[src/rtl/panel_buttons_if.sv]
// rtl/panel_buttons_if.sv - raw button inputs and navigation pulse outputs of the front panel
interface panel_buttons_if;
  logic btn_left;
  logic btn_right;
  logic btn_up;
  logic btn_down;
  logic left;
  logic right;
  logic up;
  logic down;

  modport master (
    output btn_left, btn_right, btn_up, btn_down,
    input  left, right, up, down
  );

  modport slave (
    input  btn_left, btn_right, btn_up, btn_down,
    output left, right, up, down
  );
endinterface

[src/rtl/panel_buttons.sv]
// rtl/panel_buttons.sv - four independent sync/debounce/pulse channels for the panel buttons
// Optional auto-repeat (IDLE/HELD/REPEAT) enabled by defining AUTO_REPEAT_EN.
module panel_buttons #(
  parameter int DEBOUNCE_CYCLES = 500000,
  parameter int REPEAT_DELAY    = 12500000,
  parameter int REPEAT_RATE     = 2500000
) (
  input logic            clk,
  input logic            reset,
  panel_buttons_if.slave bus
);

  localparam int DW = $clog2(DEBOUNCE_CYCLES + 1);
`ifdef AUTO_REPEAT_EN
  localparam int RMAX = (REPEAT_DELAY > REPEAT_RATE) ? REPEAT_DELAY : REPEAT_RATE;
  localparam int RW   = $clog2(RMAX + 1);
  typedef enum logic [1:0] {IDLE, HELD, REPEAT} state_t;
`else
  typedef enum logic {IDLE, HELD} state_t;
`endif

  if (DEBOUNCE_CYCLES < 1 || DEBOUNCE_CYCLES > 16777215 ||
      REPEAT_DELAY < 1 || REPEAT_DELAY > 16777215 ||
      REPEAT_RATE < 1 || REPEAT_RATE > 16777215) begin : g_param_check
    $error("panel_buttons: timing parameter out of range 1..2^24-1");
  end

  logic [3:0] raw;
  logic [3:0] pulse;

  assign raw       = {bus.btn_down, bus.btn_up, bus.btn_right, bus.btn_left};
  assign bus.left  = pulse[0];
  assign bus.right = pulse[1];
  assign bus.up    = pulse[2];
  assign bus.down  = pulse[3];

  for (genvar g = 0; g < 4; g++) begin : g_ch
    logic          sync1_q, sync2_q;
    logic          level_q, level_d;
    logic [DW-1:0] db_cnt_q, db_cnt_d;
    state_t        state_q, state_d;
    logic          pulse_q, pulse_d;
`ifdef AUTO_REPEAT_EN
    logic [RW-1:0] rpt_q, rpt_d;
`endif

    // Counter only runs while the synchronized sample disagrees with the level.
    always_comb begin
      level_d  = level_q;
      db_cnt_d = '0;
      if (sync2_q != level_q) begin
        if (db_cnt_q >= DW'(DEBOUNCE_CYCLES - 1)) begin
          level_d = ~level_q;
        end else if (db_cnt_q != {DW{1'b1}}) begin
          db_cnt_d = db_cnt_q + 1'b1;
        end else begin
          db_cnt_d = db_cnt_q;
        end
      end
    end

    // A low level forces IDLE in every state, so IDLE with level high is a fresh press.
    always_comb begin
      state_d = state_q;
      pulse_d = 1'b0;
`ifdef AUTO_REPEAT_EN
      rpt_d   = rpt_q;
`endif
      if (!level_q) begin
        state_d = IDLE;
      end else begin
        case (state_q)
          IDLE: begin
            state_d = HELD;
            pulse_d = 1'b1;
`ifdef AUTO_REPEAT_EN
            rpt_d   = RW'(REPEAT_DELAY - 1);
`endif
          end
`ifdef AUTO_REPEAT_EN
          HELD, REPEAT: begin
            if (rpt_q == '0) begin
              state_d = REPEAT;
              pulse_d = 1'b1;
              rpt_d   = RW'(REPEAT_RATE - 1);
            end else begin
              rpt_d = rpt_q - 1'b1;
            end
          end
`else
          HELD: state_d = HELD;
`endif
          default: state_d = IDLE;
        endcase
      end
    end

    always_ff @(posedge clk or posedge reset) begin
      if (reset) begin
        sync1_q  <= 1'b0;
        sync2_q  <= 1'b0;
        level_q  <= 1'b0;
        db_cnt_q <= '0;
        state_q  <= IDLE;
        pulse_q  <= 1'b0;
`ifdef AUTO_REPEAT_EN
        rpt_q    <= '0;
`endif
      end else begin
        sync1_q  <= raw[g];
        sync2_q  <= sync1_q;
        level_q  <= level_d;
        db_cnt_q <= db_cnt_d;
        state_q  <= state_d;
        pulse_q  <= pulse_d;
`ifdef AUTO_REPEAT_EN
        rpt_q    <= rpt_d;
`endif
      end
    end

    assign pulse[g] = pulse_q;
  end

endmodule

[src/flat_wrapper.sv]
// flat-port wrapper written by rule: the top's interface ports become plain ports
module panel_buttons_flat 
#(
  parameter int DEBOUNCE_CYCLES = 500000,
  parameter int REPEAT_DELAY    = 12500000,
  parameter int REPEAT_RATE     = 2500000
)
  (clk, reset, bus_btn_left, bus_btn_right, bus_btn_up, bus_btn_down, bus_left, bus_right, bus_up, bus_down);
  panel_buttons_if bus_i ();
  input logic clk;
  input logic reset;
  input wire logic [$bits(bus_i.btn_left)-1:0] bus_btn_left;
  input wire logic [$bits(bus_i.btn_right)-1:0] bus_btn_right;
  input wire logic [$bits(bus_i.btn_up)-1:0] bus_btn_up;
  input wire logic [$bits(bus_i.btn_down)-1:0] bus_btn_down;
  output wire logic [$bits(bus_i.left)-1:0] bus_left;
  output wire logic [$bits(bus_i.right)-1:0] bus_right;
  output wire logic [$bits(bus_i.up)-1:0] bus_up;
  output wire logic [$bits(bus_i.down)-1:0] bus_down;
  assign bus_i.btn_left = bus_btn_left;
  assign bus_i.btn_right = bus_btn_right;
  assign bus_i.btn_up = bus_btn_up;
  assign bus_i.btn_down = bus_btn_down;
  assign bus_left = bus_i.left;
  assign bus_right = bus_i.right;
  assign bus_up = bus_i.up;
  assign bus_down = bus_i.down;
  panel_buttons #(.DEBOUNCE_CYCLES(DEBOUNCE_CYCLES), .REPEAT_DELAY(REPEAT_DELAY), .REPEAT_RATE(REPEAT_RATE)) u_core (.clk(clk), .reset(reset), .bus(bus_i));
endmodule
[config.mk]
export PLATFORM = sky130hd
export DESIGN_NAME = panel_buttons_flat
export DESIGN_NICKNAME = d
export VERILOG_FILES = /design/src/rtl/panel_buttons_if.sv /design/src/rtl/panel_buttons.sv /design/src/flat_wrapper.sv
export SDC_FILE = /design/constraint.sdc
export NUM_CORES = 1
export LEC_CHECK = 0
export CAP_MARGIN = 20
export CORE_MARGIN = 3
export CORE_UTILIZATION = 25
export DETAILED_ROUTE_END_ITERATION = 10
export GPL_TIMING_DRIVEN = 0
export HOLD_SLACK_MARGIN = 0.15
export RECOVER_POWER = 100
export SYNTH_ARGS = -nofsm -noshare
export SYNTH_HDL_FRONTEND = slang
export SYNTH_SLANG_ARGS = --single-unit
[constraint.sdc]
create_clock -name clk -period 3.2 [get_ports clk]
set_clock_uncertainty 0.1 [all_clocks]
set_input_delay 0.48 -clock clk [delete_from_list [all_inputs] [get_ports clk]]
set_output_delay 0.48 -clock clk [all_outputs]
set_load 0.05 [all_outputs]
After elaboration in Yosys (flattened, before gate mapping)
Cells that the tools add are included.
{"block": "op_classes", "n_bitwise": 4, "reduce_logical": 4, "mux": 24, "n_lt_le_gt_ge": 4, "n_addsub": 4, "n_eq_ne": 12}
{"op": "19-bit two-way mux", "n": 12}
{"op": "19-bit by 1-bit adder with 19-bit output, second input constant", "n": 4}
{"op": "19-bit greater-or-equal comparator, second input constant", "n": 4}
{"op": "19-bit != test, second input constant", "n": 4}
{"op": "1-bit two-way mux", "n": 12}
{"op": "3-bit != test, second input constant", "n": 4}
{"op": "2-bit AND reduction", "n": 4}
{"op": "1-bit != test", "n": 4}
{"op": "1-bit inverter", "n": 4}
{"block": "totals", "word_cells": 76, "ff_bits": 96, "out_inout_bits": 4}

Logic depth before layout (Yosys ltp)
Gate-level depths: netlist of the first run.
{"block": "depth", "ltp_word": 4, "mapped_depth": 8, "ltp_nobuf": 6}

Worst setup path before layout of the first run
Ideal clock, no wire load.
{"block": "synth_path", "kind": "reg2reg", "start": "register u_core.g_ch[1].db_cnt_q[5]", "end": "register u_core.g_ch[1].level_q", "setup_slack_ns": 1.206, "stages_incl_launch_ff": 6, "t_arrival_ns": 1.769, "n_path_buf": 0, "required_time_ns": 2.975, "path_cell_list": "dfrtp_1 > or4_1 > o41ai_2 > a221oi_2 > nor2_1 > mux2_2"}
{"block": "synth_between", "elab_chain_cells": 2}
{"item": "start: declaration", "line": "panel_buttons.sv:40", "text": "logic [DW-1:0] db_cnt_q, db_cnt_d;"}
{"item": "start signal: assignment", "line": "panel_buttons.sv:113", "text": "db_cnt_q <= db_cnt_d;"}
{"item": "19-bit greater-or-equal comparator", "line": "panel_buttons.sv:52", "text": "if (db_cnt_q >= DW'(DEBOUNCE_CYCLES - 1)) begin"}
{"item": "2-bit AND reduction (no line)"}
{"item": "end signal: assignment", "line": "panel_buttons.sv:112", "text": "level_q <= level_d;"}
{"item": "end: declaration", "line": "panel_buttons.sv:39", "text": "logic level_q, level_d;"}
Every way passes these cells.
A chain may end at the register's enable or synchronous reset.

Worst setup path after layout of the first run
{"block": "layout_path", "start": "register u_core.g_ch[1].db_cnt_q[6]", "end": "register u_core.g_ch[1].db_cnt_q[18]"}
{"block": "layout_between", "elab_chain_cells": 4, "elab_cells_between_ends": 7, "classes_between": "1 x add/sub; 1 x order compare; 2 x eq/ne; 3 x mux"}
{"item": "19-bit by 1-bit adder with 19-bit output", "line": "panel_buttons.sv:55", "text": "db_cnt_d = db_cnt_q + 1'b1;"}
{"item": "19-bit two-way mux", "line": "panel_buttons.sv:54", "text": "end else if (db_cnt_q != {DW{1'b1}}) begin"}
{"item": "19-bit two-way mux", "line": "panel_buttons.sv:52"}
{"item": "19-bit two-way mux", "line": "panel_buttons.sv:51", "text": "if (sync2_q != level_q) begin"}
Several ways; a longest one is shown, not always the timed one. The select of a mux whose other input is x is not followed.

==> out/qor.yml, run 1 <==
drt:
  vias: 3315
  drc_errors: 0
  drt_iter0_markers: 282
  routed_wl_um: 8491
  wire_per_inst_um: 11.91
  first_pass_iters: 4
  via_per_inst: 4.649
  ant_nets: 0
placement:
  dp.cells: 697
  dp_hpwl_um: 5786
  io_buffer_count: 9
  gp_congestion: 0.7938
  placed_cell_area_um2: 5017
setup_path:
  critPathKind: "reg2reg"
  critPathCaptureType: "flop"
  critPathRequiredTime_ns: 3.30
  cp.arrival_ns: 2.63
  startpoint_type: "flop"
  crit_fanout: 10
power_and_ir_drop:
  swShare_pct: 21.45
  vdd_ir_drop_max_v: 0.0002774
  clkPwrFrac_pct: 44.7
  switching_power_mw: 0.5131
  comb_power_share_pct: 3.2
  power.density_nw_per_um2: 455.6
  p_int_mw: 1.879
  p_leak_nw: 2.197
  p_seq_share_pct: 52.1
  total_power_mw: 2.392
logic_synthesis:
  synth_simple_gate_area_share_pct: 23.39
  synthAdderAreaFrac_pct: 1.085
  ys_warn_count: 0
  synthXorXnorAreaFrac_pct: 11.97
  synth_fp_nets: 468
  synthCells: 458
  muxShareOfSynthArea_pct: 1.167
  synth_ff_type: "dfrtp_1"
  synth_seq_cells: 96
  synth_edf_count: 0
  synth_cell_types: 51
  yosysSeqAreaShare_pct: 52.10
  syn_avg_cell_area_um2: 10.07
  synth_compound_area_share_pct: 7.680
  synth_top_family_by_area: "simple AND/OR/NAND/NOR gates"
  syn_area_um2: 4611
  async_flop_share_pct: 100.0
hold_path:
  min_path_type: "reg2reg"
clock_network:
  cts.reportedPaths.clkPinSlew_ns: 0.07
  clk_latency_ns: 0.34
  cts-buffers-inserted: 9
  post_cts_resize_count: 0
  cts_tree: "yes"
  ctsHtreeMaxLevel: 3
  ctsHoldBuffers: 0
  clock_path_buffers: 2
  post_cts_buffers: 0
  cts-root-buf: "clkbuf_16"
  clock-sinks: 96
die:
  dieArea_um2: 20110
  fp-row-count: 49
  start_util_pct: 25.58
  die-width_um: 141.8
  coreArea_um2: 18020
  die_h_um: 141.8
  ios: 10
sta:
  final-hold-violation-count: 0
  maxSlewHeadroom_pct: 33.73
  max_freq_ghz: 0.3961
  min_period_ns: 2.525
  min_period_over_period_pct: 78.90
  drv_slew: 0
  setup_violations: 0
  tightest_slew_ns: 0.9940
  rsz0062_at_grt: "false"
layout:
  diodes: 0
  fin_nets: 489
  instances_no_fill: 713
  areaGrowthSynthToFinish_pct: 13.87
  layout-drive-gt1-share_pct: 5.785
  fill_cells: 1898
  fin_area_um2: 5250
outcome:
  status: "finished clean"
global_route:
  globalRouteMet3Util_pct: 2.326
  track_usage_pct: 9.103
  grt_pass1_vias: 3345
  grt_pass1_wl_um: 15390
  use_met1_pct: 12.24
  met2_usage_pct: 14.48
  grt-ovfl-total: 0
  grt_busiest_layer: "met2"
  antenna_found_initial: 0
  grt_max_degree: 75
flow_run:
  cap_viol_max_count: 0
[worst max-delay path, cell delays in order (launching register included)]
cell and delay [ns]:
dfrtp_1 0.43, or4_1 0.52, o41ai_1 0.33, a221oi_1 0.21
o21ai_4 0.29, clkbuf_1 0.41, nor2_1 0.10
[logic make-up after synthesis]
| logic type | Yosys count |
|---|---|
| buf+inv | 23 |
| xor+xnor | 63 |
| fa+ha+maj | 4 |
| mux | 5 |
| simple gates | 221 |
| compound gates | 46 |
| flops | 96 |
[through the flow]
step / hold slack [ns] / utilization, % / TNS (ns) / setup slack, ns
floorplan: 0.2312 / - / 0 / 0.1146
global placement: 0.2335 / 27.67 / -117.00 / -1.227
detailed placement: 0.2347 / 27.84 / 0 / 0.7823
CTS: 0.2512 / 29.49 / 0 / 0.7761
global route: 0.2531 / 29.13 / 0 / 0.3835
finish: 0.2492 / 29.13 / 0 / 0.6752
[cell type report]
cell class / instances / area (µm²) / share of cell area [%]
multi-input combinational: 339 / 2074 / 39.51
buffer: 12 / 47.55 / 0.9056
clock buffer: 11 / 242.7 / 4.623
tap: 229 / 286.5 / 5.458
sequential: 96 / 2402 / 45.76
inverter: 11 / 42.54 / 0.8103
timing repair buffer: 10 / 97.59 / 1.859
clock inverter: 5 / 56.30 / 1.072
[power by group through the flow]
stage | registers [mW] | clock network (mW) | logic [mW]
6_report | 1.25 | 1.07 | 0.0756
5_1_grt | 1.25 | 1.16 | 0.0902
4_1_cts | 1.25 | 1.11 | 0.0890
3_5_place_dp | 1.27 | 0 | 0.0884
3_3_place_gp | 1.27 | 0 | 0.0806
2_1_floorplan | 1.27 | 0 | 0.0597
[cells in the mapped netlist (all sizes together) (2+ instances only)]
master | number | share of area [%]
a211o | 3 | 0.57
a211oi | 4 | 0.65
a21oi | 7 | 0.76
a311oi | 2 | 0.38
a31oi | 4 | 0.54
and2 | 5 | 0.68
and3 | 9 | 1.2
and4 | 9 | 1.7
buf | 7 | 1.3
clkbuf | 5 | 0.41
dfrtp | 96 | 52
ha | 4 | 1.1
inv | 11 | 0.90
mux2 | 3 | 0.73
mux2i | 2 | 0.43
nand2 | 25 | 2.0
nand3 | 30 | 3.3
nand4 | 16 | 2.2
nor2 | 94 | 7.7
nor2b | 5 | 0.68
nor3 | 9 | 1.1
nor4 | 4 | 0.54
o211ai | 3 | 0.49
o21ai | 10 | 1.3
or2 | 2 | 0.27
or3 | 5 | 0.68
or4 | 4 | 0.65
xnor2 | 29 | 5.5
xor2 | 34 | 6.5
[state kept, by name, indices dropped and copies added (netlist names)]
register and flops:
u_core.g_ch.level_q 4, u_core.g_ch.sync1_q 4, u_core.bus.left 1, u_core.g_ch.db_cnt_q 76, u_core.bus.right 1, u_core.g_ch.state_q 4
u_core.bus.up 1, u_core.bus.down 1, u_core.g_ch.sync2_q 4
[cells in the final DEF (no fill, tap or decap), types with 2 or more instances in the layout]
master / n
and3_1: 9
nor2b_1: 5
mux2i_1: 2
nand2_1: 25
a311oi_1: 2
ha_1: 4
a211oi_1: 4
buf_2: 2
dlygate4sd3_1: 9
nor3_1: 8
clkbuf_1: 11
o211ai_1: 3
o21ai_0: 9
clkbuf_16: 9
nor2_1: 94
and2_0: 2
clkinv_2: 2
a21oi_1: 7
or4_1: 4
inv_1: 10
a211o_1: 3
dfrtp_1: 96
a31oi_1: 4
xnor2_1: 29
mux2_2: 3
nand4_1: 16
nand3_1: 30
and2_1: 3
or3_1: 5
and4_1: 9
nor4_1: 4
or2_2: 2
xor2_1: 34
[worst paths after layout]
kind                                       startpoint                     endpoint  slack (ns)  cells after the start
max                        u_core.g_ch[1].db_cnt_q[6]  u_core.g_ch[1].db_cnt_q[18]        0.68                      6
min                            u_core.g_ch[2].sync1_q       u_core.g_ch[2].sync2_q        0.25                      0
max reg2reg                u_core.g_ch[1].db_cnt_q[6]  u_core.g_ch[1].db_cnt_q[18]        0.68                      6
min reg2reg                    u_core.g_ch[2].sync1_q       u_core.g_ch[2].sync2_q        0.25                      0
max in group asynchronous                       reset  u_core.g_ch[2].db_cnt_q[17]        0.81                      3
min in group asynchronous                       reset       u_core.g_ch[0].sync2_q        0.67                      2
[metal layers]
| layer | wire, µm | share of wire (%) | up-vias |
|---|---|---|---|
| met3 | 246 | 2.9 | 6 |
| li1 | - | - | 1645 |
| met1 | 4157 | 49 | 1627 |
| met4 | 68 | 0.80 | 0 |
| met2 | 4018 | 47 | 37 |
| met5 | 0 | 0 | - |
No activity file was read; power rests on OpenSTA's default activity.
==> run 2, diff against run 1 <==
==> constraint.sdc (replaced) <==
create_clock -name clk -period 2.42 [get_ports clk]
set_clock_uncertainty 0.1 [all_clocks]
set_input_delay 0.363 -clock clk [delete_from_list [all_inputs] [get_ports clk]]
set_output_delay 0.363 -clock clk [all_outputs]
set_load 0.05 [all_outputs]
==> run 2 against run 1 <==
Against the previous run: first-iteration DRC count shrank 3.5%; combinational power up 40%; register-to-register slack worse by 0.51 ns; critical endpoint is now u_core.g_ch[2].db_cnt_q[4]; critical path type unchanged; sequential share of layout area is 0.24 points lower; clock power grew 23%; highest routed layer unchanged; flip-flop and latch count unchanged.
==> out/qor.yml, run 2 (synthesized netlist as in run 1, its figures left out) <==
sta:
  rsz0062_at_grt: "false"  # unchanged
  max_freq_ghz: 0.4425  # was 0.3961 GHz
  min_period_ns: 2.260  # was 2.525 ns
  final-hold-violation-count: 0  # unchanged
  hold-worst-slack_ns: 0.2531  # was 0.2492 ns
  maxSlewHeadroom_pct: 38.01  # was 33.73%
  drv_slew: 0  # unchanged
  finalWorstSetupSlack_ns: 0.1603  # was 0.6752 ns
  tightest_slew_ns: 0.9248  # was 0.9940 ns
  min_period_over_period_pct: 93.38  # was 78.90%
  setup_violations: 0  # unchanged
clock_network:
  ctsHtreeMaxLevel: 3  # unchanged
  ctsHoldBuffers: 0  # unchanged
  clk_latency_ns: 0.34  # about the same
  clock-sinks: 96  # unchanged
  clock_path_buffers: 2  # unchanged
  cts-root-buf: "clkbuf_16"  # unchanged
  cts_tree: "yes"  # unchanged
  post_cts_buffers: 0  # unchanged
  cts.reportedPaths.clkPinSlew_ns: 0.06  # was 0.07 ns
  cts-buffers-inserted: 9  # unchanged
drt:
  wl_met3_um: 303  # was 246 µm
  routed_wl_um: 8497  # was 8491 µm
  ant_nets: 0  # unchanged
  first_pass_iters: 4  # unchanged
  highest_layer: "met4"  # unchanged
  wire_per_inst_um: 11.92  # was 11.91 µm
  vias: 3314  # was 3,315
  wl_met1_um: 4050  # was 4157 µm
  wl_met2_um: 4064  # was 4018 µm
  drt_iter0_markers: 272  # was 282
  via_per_inst: 4.648  # was 4.649
  drc_errors: 0  # unchanged
setup_path:
  crit_chain: "ha_1 -> and4_1 -> a41o_1 -> and2_0 -> a211o_1 -> clkbuf_2 -> buf_4 -> nor2_1"  # was or4_1 -> o41ai_1 -> a221oi_1 -> o21ai_4 -> clkbuf_1 -> nor2_1
  cp.arrival_ns: 2.42  # was 2.63 ns
  critPathCaptureType: "flop"  # unchanged
  cpMaxStageDelayCell: "dfrtp_1"  # was or4_1
  crit_fanout: 10  # unchanged
  max_stage_delay_ns: 0.40  # was 0.52 ns
  startpoint_type: "flop"  # unchanged
  critPathRequiredTime_ns: 2.58  # was 3.30 ns
  critPathKind: "reg2reg"  # unchanged
die:
  fp-row-count: 49  # unchanged
  die_h_um: 141.8  # unchanged
  start_util_pct: 25.58  # unchanged
  coreArea_um2: 18020  # unchanged
  dieArea_um2: 20110  # unchanged
  ios: 10  # unchanged
  die-width_um: 141.8  # unchanged
global_route:
  grt_pass1_vias: 3317  # was 3,345
  grt-ovfl-total: 0  # unchanged
  track_usage_pct: 9.112  # was 9.103%
  grt_max_degree: 44  # was 75
  antenna_found_initial: 0  # unchanged
  grt_pass1_wl_um: 15280  # was 15,390 µm
layout:
  final_common_cell: "dfrtp_1"  # unchanged
  layout-drive-gt1-share_pct: 7.645  # was 5.785%
  fin_nets: 490  # was 489
  diodes: 0  # unchanged
  top_register: "u_core.g_ch.db_cnt_q"  # unchanged
  fin_util_pct: 29.28  # was 29.13%
  final_cell_mix: "dfrtp_1 (96), nor2_1 (94), xor2_1 (34), nand3_1 (30), xnor2_1 (29)"  # unchanged
  areaGrowthSynthToFinish_pct: 14.46  # was 13.87%
  largest_register_ffs: 76  # unchanged
outcome:
  status: "finished clean"  # unchanged
placement:
  gp_congestion: 0.8222  # was 0.7938
  dp_slack_ns: -0.07497  # was 0.7823 ns
  io_buffer_count: 9  # unchanged
  dp_hpwl_um: 5888  # was 5786 µm
hold_path:
  min_path_type: "reg2reg"  # unchanged
flow_run:
  cap_viol_max_count: 0  # unchanged
power_and_ir_drop:
  power.density_nw_per_um2: 583.0  # was 455.6 nW/µm²
  total_power_mw: 3.077  # was 2.392 mW
  p_leak_nw: 2.224  # was 2.197 nW
  vdd_ir_drop_max_v: 0.0003497  # was 0.0002774 V
==> run 2: power breakdown <==
group / internal, mW / total (mW) / switching [mW]
clock network: 0.744 / 1.32 / 0.579
registers: 1.63 / 1.65 / 0.0205
logic: 0.0348 / 0.106 / 0.0710
total: 2.41 / 3.08 / 0.670
==> run 2: cell type report <==
type	count	area (µm²)
buffer	12	63.81
clock buffer	12	256.5
clock inverter	3	17.52
fill	1906	12750
inverter	11	42.54
multi-input combinational	339	2093
sequential	96	2402
tap	229	286.5
timing repair buffer	11	115.1
==> run 2: metrics by stage <==
step / cells / area [µm²] / setup TNS [ns]
after floorplan: 458 / 4614 / 0
after global placement: 696 / 4991 / -13.74
after detailed placement: 698 / 5031 / -0.5611
after CTS: 713 / 5310 / 0
after global routing: 713 / 5278 / 0
final: 713 / 5278 / 0
==> run 2: per-layer routing <==
layer  up-vias  track usage (%)
met2        35            14.68
met3        11            2.562
met4         0            2.475
met5         -                0
met1      1638            12.06
li1       1630                -
==> run 2: final timing paths <==
path,to,startpoint,slack (ns),depth (start not counted)
max,u_core.g_ch[2].db_cnt_q[4],u_core.g_ch[2].db_cnt_q[0],0.16,8
min,u_core.g_ch[0].sync2_q,u_core.g_ch[0].sync1_q,0.25,0
max reg2reg,u_core.g_ch[2].db_cnt_q[4],u_core.g_ch[2].db_cnt_q[0],0.16,8
min reg2reg,u_core.g_ch[0].sync2_q,u_core.g_ch[0].sync1_q,0.25,0
max in group asynchronous,u_core.g_ch[2].db_cnt_q[7],reset,0.40,3
min in group asynchronous,u_core.g_ch[0].sync1_q,reset,0.54,2
==> run 2: timing repair <==
action / in CTS / in global routing
endpoints found under the setup margin: 10 / 10
gates resized for setup: 1 / 2
gates cloned: 0 / 0
pin swaps: 0 / 1
==> run 2: worst max-delay path: cells and delay by family (launching register included) <==
family | cells | cell delay, ns
fa+ha+maj | 1 | 0.24
compound gates | 2 | 0.50
buf+inv | 2 | 0.40
simple gates | 3 | 0.55
flops | 1 | 0.40
